===== src/rtl/unified_mem_arbiter.sv =====
// Shares one single-port, fixed-latency memory between instruction fetch and data access.
// Data access wins ties; a starvation counter forces a fetch grant after STARVE_MAX lost ties.
//
//  state  | meaning
//  IDLE   | arbitration slot; latch the winner's request into mem_*
//  ACCESS | memory busy for MEM_LAT cycles, mem_en only in the first one
//  RESP   | one-cycle valid pulse to the owning requester
module unified_mem_arbiter #(
    parameter int D_SIZE     = 32,
    parameter int AD_SIZE    = 32,
    parameter int MEM_LAT    = 2,
    parameter int STARVE_MAX = 4
) (
    input  logic               clk,
    input  logic               rst,
    input  logic               if_req,
    input  logic [AD_SIZE-1:0] if_addr,
    output logic [D_SIZE-1:0]  if_rdata,
    output logic               if_valid,
    output logic               if_stall,
    input  logic               dm_req,
    input  logic               dm_we,
    input  logic [AD_SIZE-1:0] dm_addr,
    input  logic [D_SIZE-1:0]  dm_wdata,
    output logic [D_SIZE-1:0]  dm_rdata,
    output logic               dm_valid,
    output logic               dm_stall,
    output logic               mem_en,
    output logic               mem_we,
    output logic [AD_SIZE-1:0] mem_addr,
    output logic [D_SIZE-1:0]  mem_wdata,
    input  logic [D_SIZE-1:0]  mem_rdata,
    output logic [1:0]         owner
);

    localparam logic [1:0] S_IDLE   = 2'd0;
    localparam logic [1:0] S_ACCESS = 2'd1;
    localparam logic [1:0] S_RESP   = 2'd2;

    localparam logic [1:0] OWN_NONE = 2'b00;
    localparam logic [1:0] OWN_IF   = 2'b01;
    localparam logic [1:0] OWN_DM   = 2'b10;

    localparam logic [3:0] LAT_INIT   = 4'(MEM_LAT);
    localparam logic [3:0] STARVE_LIM = 4'(STARVE_MAX);

    logic [1:0] state;
    logic [3:0] lat_cnt;
    logic [3:0] starve_cnt;
    logic       cur_we;
    logic       grant_if;
    logic       grant_dm;

    assign if_stall = if_req & ~if_valid;
    assign dm_stall = dm_req & ~dm_valid;

    always_comb begin
        grant_if = 1'b0;
        grant_dm = 1'b0;
        if (state == S_IDLE) begin
            if (dm_req && (!if_req || (starve_cnt < STARVE_LIM))) begin
                grant_dm = 1'b1;
            end else if (if_req) begin
                grant_if = 1'b1;
            end
        end
    end

    always_ff @(posedge clk) begin
        if (rst) begin
            state      <= S_IDLE;
            lat_cnt    <= 4'd0;
            starve_cnt <= 4'd0;
            cur_we     <= 1'b0;
            owner      <= OWN_NONE;
            mem_en     <= 1'b0;
            mem_we     <= 1'b0;
            mem_addr   <= '0;
            mem_wdata  <= '0;
            if_rdata   <= '0;
            dm_rdata   <= '0;
            if_valid   <= 1'b0;
            dm_valid   <= 1'b0;
        end else begin
            // Strobes default low so each is a single-cycle pulse.
            mem_en   <= 1'b0;
            mem_we   <= 1'b0;
            if_valid <= 1'b0;
            dm_valid <= 1'b0;

            case (state)
                S_IDLE: begin
                    if (!if_req) begin
                        starve_cnt <= 4'd0;
                    end
                    if (grant_if) begin
                        owner      <= OWN_IF;
                        mem_en     <= 1'b1;
                        mem_we     <= 1'b0;
                        cur_we     <= 1'b0;
                        mem_addr   <= if_addr;
                        starve_cnt <= 4'd0;
                        lat_cnt    <= LAT_INIT;
                        state      <= S_ACCESS;
                    end else if (grant_dm) begin
                        owner     <= OWN_DM;
                        mem_en    <= 1'b1;
                        mem_we    <= dm_we;
                        cur_we    <= dm_we;
                        mem_addr  <= dm_addr;
                        mem_wdata <= dm_wdata;
                        // Only a tie can get here with if_req high, so the count stays <= STARVE_MAX.
                        if (if_req) begin
                            starve_cnt <= starve_cnt + 4'd1;
                        end
                        lat_cnt <= LAT_INIT;
                        state   <= S_ACCESS;
                    end else begin
                        owner <= OWN_NONE;
                    end
                end

                S_ACCESS: begin
                    if (lat_cnt == 4'd1) begin
                        if (owner == OWN_IF) begin
                            if_rdata <= mem_rdata;
                            if_valid <= 1'b1;
                        end else begin
                            if (!cur_we) begin
                                dm_rdata <= mem_rdata;
                            end
                            dm_valid <= 1'b1;
                        end
                        state <= S_RESP;
                    end else begin
                        lat_cnt <= lat_cnt - 4'd1;
                    end
                end

                S_RESP: begin
                    owner <= OWN_NONE;
                    state <= S_IDLE;
                end

                default: begin
                    owner <= OWN_NONE;
                    state <= S_IDLE;
                end
            endcase
        end
    end

endmodule


===== config.mk =====
export PLATFORM = sky130hd
export DESIGN_NAME = unified_mem_arbiter
export DESIGN_NICKNAME = d
export VERILOG_FILES = /design/src/rtl/unified_mem_arbiter.sv
export SDC_FILE = /design/constraint.sdc
export NUM_CORES = 1
export LEC_CHECK = 0
export CORE_MARGIN = 5
export CORE_UTILIZATION = 35
export DETAILED_ROUTE_END_ITERATION = 10
export GPL_ROUTABILITY_DRIVEN = 0
export GPL_TIMING_DRIVEN = 0
export PLACE_DENSITY = 0.72
export SLEW_MARGIN = 10
export SYNTH_ARGS = -nofsm -noshare
export SYNTH_HDL_FRONTEND = slang
export SYNTH_SLANG_ARGS = --single-unit

===== constraint.sdc =====
create_clock -name clk -period 4.6 [get_ports clk]
set_clock_uncertainty 0.1 [all_clocks]
set_input_delay 0.69 -clock clk [delete_from_list [all_inputs] [get_ports clk]]
set_output_delay 0.69 -clock clk [all_outputs]
set_load 0.005 [all_outputs]

==> results of run 1 <==
-- path summary, 6_finish.rpt --
check                   to  slack (ns)
max reg2reg   if_rdata[16]        2.16
min          starve_cnt[1]        0.36
max               if_stall        1.70
min reg2reg  starve_cnt[1]        0.36
-- worst register-to-register path, stage by stage (launching register included) --
cell and delay, ns:
dfxtp_1 0.33, inv_1 0.11, ha_1 0.17, nor3b_1 0.86, clkbuf_1 0.45, nand4_1 0.17
a21oi_1 0.17
-- cell usage in the layout, fill, tap and decap left out, types with 3 or more instances in the layout --
cell type,Yosys,routed
a21oi_1,72,72
a311oi_1,33,33
buf_1,4,4
buf_2,5,5
bufinv_16,0,3
clkbuf_1,70,71
clkbuf_16,0,17
clkdlybuf4s50_1,0,267
clkinv_4,0,4
dfxtp_1,145,145
ha_1,3,3
inv_1,3,3
mux2i_1,32,32
nand2_1,6,6
nand2b_1,65,65
nand3_1,67,67
nand4_1,34,34
nor2_1,6,6
nor2b_1,4,4
nor3_1,33,33
nor3b_1,4,4
o21ai_0,99,99
-- layout make-up --
type | count | area (um2)
flip-flops and latches | 145 | 2903
repair buffers | 267 | 2673
plain buffers | 81 | 325.3
fillers | 1594 | 7559
inverters | 3 | 11.26
well taps | 225 | 281.5
multi-input cells | 478 | 2883
clock inverters | 12 | 158.9
clock buffers | 19 | 442.9
-- registers in the layout (all words and copies together), names as in the netlist, 2 cells and up --
register    count
owner           2
dm_rdata       32
if_rdata       32
mem_wdata      32
state           2
lat_cnt         4
starve_cnt      4
mem_addr       32
-- kinds of logic (layout without fill, tap and decap cells) --
logic type                 count (synthesis)  count (layout)
and+or+nand+nor                          232             232
AOI/OAI and AO/OA                        211             211
DFF                                      145             145
buffers and inverters                     84             382
muxes                                     32              32
adders and majority gates                  3               3
-- per-stage QoR --
step | utilization | instance area [um2] | total power [mW]
floorplan | - | 6122 | 1.591
global placement | 0.5266 | 9076 | 1.901
detailed placement | 0.5266 | 9076 | 1.907
CTS | 0.5615 | 9678 | 3.342
global route | 0.5615 | 9678 | 3.456
finish | 0.5615 | 9678 | 3.314
-- power groups by stage --
stage               clock network [mW]  registers (mW)  logic, mW
floorplan                            0            1.38      0.210
global placement                     0            1.38      0.523
detailed placement                   0            1.38      0.527
CTS                               1.46            1.35      0.531
global route                      1.52            1.36      0.574
finish                            1.43            1.35      0.527
-- metal layers --
metal / up-vias / part of all wire
li1: 3164 / -
met1: 3070 / 0.41
met2: 255 / 0.47
met3: 34 / 0.097
met4: 0 / 0.020
met5: - / 0
==> metrics, run 1 <==
TritonRoute pass-1 iters 5; post-synthesis cell count 707; hold depth 2; mux cell area share after synthesis 0.05232; top post-synthesis cells by count 145 x dfxtp_1, 99 x o21ai_0, 72 x a21oi_1, 70 x clkbuf_1, 67 x nand3_1; crit path capture type output pin; DRC Markers 0; placed insts 1199; vias in the first global route 6458; clk slew on worst S/H paths 0.06 ns; GR Util met1 0.2587; stages on the worst setup path 3; Die W 142.3 um; vias per std cell 5.303; Final Setup Violations 0; Pleak 3.368 nW; clock buffer depth 2; EDFF count, synth 0; Synth Area in Adders 0.006131; CP arrival 2.11 ns; peak supply drop 0.2438 mV; Cell variety after synth 34; Seq cells post-synth 145; PD cells 342.5 mW/mm2; Period minus WS final 2.904 ns; post-synth top area cell dfxtp_1; DR WL/cell 18.05 um; startpoint types input pin; Rel. slew slack 0.2870; syn_nets 843; Clock Root Buffer clkbuf_16; Worst-Skew Late Latency 0.42 ns; sequential area share after synthesis 0.4741; P_sw 0.8464 mW; Clock Sinks 145; Async S/R FF share, synth 0; Synth Flop Type dfxtp_1; Placement Rows 48; Synth top area share 0.4741; Sw Share 0.2554; GRT busiest layer met2; Hold Buf Count CTS 0; # resized after CTS 0; Avg Inst Size Synth 8.659 um2; r2r startpoint lat_cnt[1]; Hold Fails Final Rpt 0; main combinational cell family by area after synthesis simple AND/OR/NAND/NOR gates; Vert. Die Dim 142.3 um; Clk pwr share 0.432; grt ovf 0; setup TNS 0 ns; outcome finished clean; Placement Setup Slack 1.341 ns; worst hold-check path type flop to flop; CP most frequent cell clkdlybuf4s50_1; final worst path period share 0.6314; CP delay by family, top buffers and inverters; drt total wl 22.21 mm; port buffer count 267; Buf/Inv on CP 2; gr usage total 0.2134; max-cap violations 0; via count 6523; post-route insts no fill 1230; # IOs 269; Num CTS Buffers 17; met3 usage 0.07426; largest net degree at the start of global routing 17; data required time of the worst path 3.81 ns; worst slew pin tran 1.067 ns; hold_sp starve_cnt[1]; Die ar. 0.02024 mm2; crit-path cells clkdlybuf4s50_1 > nor2b_1 > clkdlybuf4s50_1; Final nets 1129; layout cells sized above 1 0.04080; peak fanout along the critical path 8; 1st-iter DRT viols 379; internal cell power 2.468 mW; Post-DRT Antenna Nets 0; Core ar. 0.01724 mm2; initial antenna violation count 0; slowest CP cell clkdlybuf4s50_1; Flop pwr share 0.409; Max Clock Freq 344.3 MHz; htree depth 4; Synth Area in XOR/XNOR 0; critical path's largest stage delay 0.67 ns; crit path launch if_req; first-pass GRT wire length 34.49 mm; Inserted Diodes 0; Area Overhead vs Synth 58.08%; r2r worst-path depth 6; Post-Syn Area 0.006122 mm2; Initial Util 0.3552; post-CTS setup buffers 0; final count of pins violating max slew 0; post-route setup slack 1.696 ns; met2 Usage GRT 0.3525; cell with the most instances after synthesis dfxtp_1; Compound-Gate Fraction of Synth Area 0.1960; final hold slack 0.3628 ns; Syn. warnings 0; Combinational Power Share 0.159; RSZ-0062 raised after global routing no; Synth Area in Simple Gates 0.2164; CTS tree done; Area contributors post-synth dfxtp_1 47%, o21ai_0 8.1%, nand2b_1 6.6%, a21oi_1 5.9%, nand3_1 5.5%; Setup CP Type input pin to output pin; Post-DP HPWL 16.31 mm
(Power assumes the default switching activity.)
==> run 2, diff against run 1 <==
==> constraint.sdc (replaced) <==
create_clock -name clk -period 2.7 [get_ports clk]
set_clock_uncertainty 0.1 [all_clocks]
set_input_delay 0.405 -clock clk [delete_from_list [all_inputs] [get_ports clk]]
set_output_delay 0.405 -clock clk [all_outputs]
set_load 0.005 [all_outputs]
==> results of run 2 <==
Same layout as run 1 (identical final DEF). Status: finished clean.
Main changes from that run: setup slack after placement 1.341 ns -> -0.2737 ns; setup slack after layout 1.696 ns -> 0.1577 ns; hold slack 0.3628 ns -> 0.3590 ns; start point of the critical path if_req -> dm_req; end point of the critical path if_stall -> mem_addr[4]; register-to-register setup slack 2.16 ns -> 0.26 ns; end point of the worst hold path starve_cnt[1] -> dm_rdata[0]; total power 3.314 mW -> 5.647 mW; worst IR drop on VDD 0.2438 mV -> 0.4154 mV
==> run 3, diff against run 2 <==
--- a/config.mk
+++ b/config.mk
@@ -5,6 +5,7 @@
 export SDC_FILE = /design/constraint.sdc
 export NUM_CORES = 1
 export LEC_CHECK = 0
+export ABC_AREA = 1
 export CORE_MARGIN = 5
 export CORE_UTILIZATION = 35
 export DETAILED_ROUTE_END_ITERATION = 10
==> constraint.sdc (replaced) <==
create_clock -name clk -period 3.3 [get_ports clk]
set_clock_uncertainty 0.1 [all_clocks]
set_input_delay 0.495 -clock clk [delete_from_list [all_inputs] [get_ports clk]]
set_output_delay 0.495 -clock clk [all_outputs]
set_load 0.005 [all_outputs]
==> run 3 against run 2 <==
Against the previous run:
- critical path depth down 2
- via count shrank 3.7%
- worst hold slack got worse by 0.0058 ns
- core utilization down 0.23 points
- largest power group is now registers
- die area is 0.80% lower
- sequential share of layout area up 0.23 points
- first-iteration DRC count shrank 43%
- synthesized cell count grew 22%
- cell area fell by 0.76%
==> metrics, run 3 <==
DRC Markers 0; Core ar. 0.01718 mm2; Synth Flop Type dfxtp_1; Post-DP HPWL 15.21 mm; htree depth 4; final count of pins violating max slew 0; r2r worst-path depth 8; most frequent cells in the layout 267 x clkdlybuf4s50_1, 244 x nand2_1, 145 x dfxtp_1; Die ar. 0.02007 mm2; Seq cells post-synth 145; port buffer count 267; Area contributors post-synth dfxtp_1 48%, nand2_1 15%, a21oi_1 8.3%, nand3_1 8.3%, inv_1 6.6%; 1st-iter DRT viols 215; post-CTS setup buffers 0; Combinational Power Share 0.185; Post-DRT Antenna Nets 0; Vert. Die Dim 141.7 um; sequential area share after synthesis 0.4783; slowest CP cell clkdlybuf4s50_1; Period minus WS final 2.412 ns; drt total wl 19.58 mm; PD cells 488.0 mW/mm2; CTS tree done; Post-Syn Area 0.006070 mm2; Clock Sinks 145; setup TNS 0 ns; Async S/R FF share, synth 0; Final Setup Violations 0; vias per std cell 4.522; P_sw 1.236 mW; Hold Fails Final Rpt 0; Flop pwr share 0.409; Rel. slew slack 0.5709; data required time of the worst path 2.70 ns; max-cap violations 0; Avg Inst Size Synth 7.017 um2; Placement Rows 48; worst slew pin tran 0.6437 ns; clk slew on worst S/H paths 0.05 ns; r2r setup slk 1.58 ns; via count 6281; Final nets 1287; DR WL/cell 14.09 um; Initial Util 0.3534; largest net degree at the start of global routing 17; Pleak 4.090 nW; # resized after CTS 0; Clk pwr share 0.406; syn_nets 1001; CP arrival 1.82 ns; Clock Root Buffer clkbuf_16; top post-synthesis cells by count 244 x nand2_1, 145 x dfxtp_1, 107 x inv_1, 101 x a21oi_1, 101 x nand3_1; # IOs 269; RSZ-0062 raised after global routing no; vias in the first global route 6090; Inserted Diodes 0; worst hold endpoint starve_cnt[1]; worst hold-check path type input pin to flop; Area Overhead vs Synth 58.24%; final worst path period share 0.7309; grt ovf 0; outcome finished clean; peak supply drop 0.3623 mV; r2r startpoint lat_cnt[1]; crit-path cells clkdlybuf4s50_1 > inv_2 > nor2_1 > clkdlybuf4s50_1; final hold slack 0.3531 ns; Sw Share 0.2637; Hold Buf Count CTS 0; TritonRoute pass-1 iters 4; commonest non-fill, non-tap cell in the layout clkdlybuf4s50_1; Cell variety after synth 28; gr usage total 0.1920; crit path capture type output pin; first-pass GRT wire length 30.91 mm; hold_sp dm_req; CP delay by family, top buffers and inverters; layout cells sized above 1 0.07131; Synth top area share 0.4783; clock buffer depth 2; Die W 141.7 um; startpoint types input pin; CP most frequent cell clkdlybuf4s50_1; Num CTS Buffers 17; Max Clock Freq 414.6 MHz; cell with the most instances after synthesis nand2_1; Buf/Inv on CP 3; hold depth 3; peak fanout along the critical path 3; critical path's largest stage delay 0.58 ns; reg-to-reg critical path endpoint dm_rdata[15]; internal cell power 3.451 mW; post-synth top area cell dfxtp_1; post-synthesis cell count 865; Setup CP Type input pin to output pin; initial antenna violation count 1; Worst-Skew Late Latency 0.41 ns; Syn. warnings 0; EDFF count, synth 0
[run 3: stage by stage]
stage / total power [mW] / util / area (um2) / cells / worst slack (ns)
CTS: 4.747 / 0.5591 / 9604 / 1389 / 0.8774
floorplan: 2.346 / - / 6070 / 865 / 1.772
global placement: 2.821 / 0.5254 / 9024 / 1357 / 0.8741
detailed placement: 2.830 / 0.5254 / 9024 / 1357 / 0.8804
finish: 4.687 / 0.5591 / 9604 / 1389 / 0.8880
global route: 4.937 / 0.5591 / 9604 / 1389 / 0.8347
[run 3: how the worst max path moves through the flow]
stage | start | to | slack [ns] | depth (start not counted)
floorplan | dm_req | mem_addr[10] | 1.77 | 7
global placement | if_req | if_stall | 0.87 | 4
detailed placement | if_req | if_stall | 0.88 | 4
CTS | if_req | if_stall | 0.88 | 4
global route | if_req | if_stall | 0.83 | 4
finish | if_req | if_stall | 0.89 | 4
[run 3: kinds of logic (layout without fill, tap and decap cells)]
group / after synthesis / after routing / share of synthesized area
flip-flops: 145 / 145 / 0.4783
buffers and inverters: 169 / 468 / 0.1189
AND/OR/NAND/NOR: 442 / 442 / 0.3051
adder cells (fa/ha/maj): 3 / 3 / 0.006185
AO/OA/AOI/OAI: 106 / 106 / 0.09153
[run 3: power groups by stage]
stage | sequential [mW] | clock (mW) | combinational [mW]
floorplan | 1.96 | 0 | 0.385
global placement | 1.95 | 0 | 0.869
detailed placement | 1.96 | 0 | 0.873
CTS | 1.92 | 1.95 | 0.878
global route | 1.93 | 2.04 | 0.965
finish | 1.92 | 1.90 | 0.867
[run 3: final cells by class]
type	count	area, um2
Sequential cell	145	2903
Clock buffer	21	450.4
Inverter	117	439.2
Timing Repair Buffer	267	2673
Fill cell	1694	7572
Clock inverter	11	130.1
Tap cell	225	281.5
Multi-Input combinational cell	551	2445
Buffer	52	282.8
[run 3: layer usage]
layer,track usage,wire [um]
met1,0.2229,8105
met4,0.06667,487
met2,0.3235,9105
met3,0.07415,1862
met5,0,13
[run 3: worst register-to-register path, stage by stage (launching register included)]
cell,delay (ns)
dfxtp_1,0.31
inv_1,0.12
ha_1,0.16
nand3_1,0.12
inv_2,0.16
clkbuf_1,0.38
nand3_1,0.13
nand2_1,0.08
nor2_1,0.05
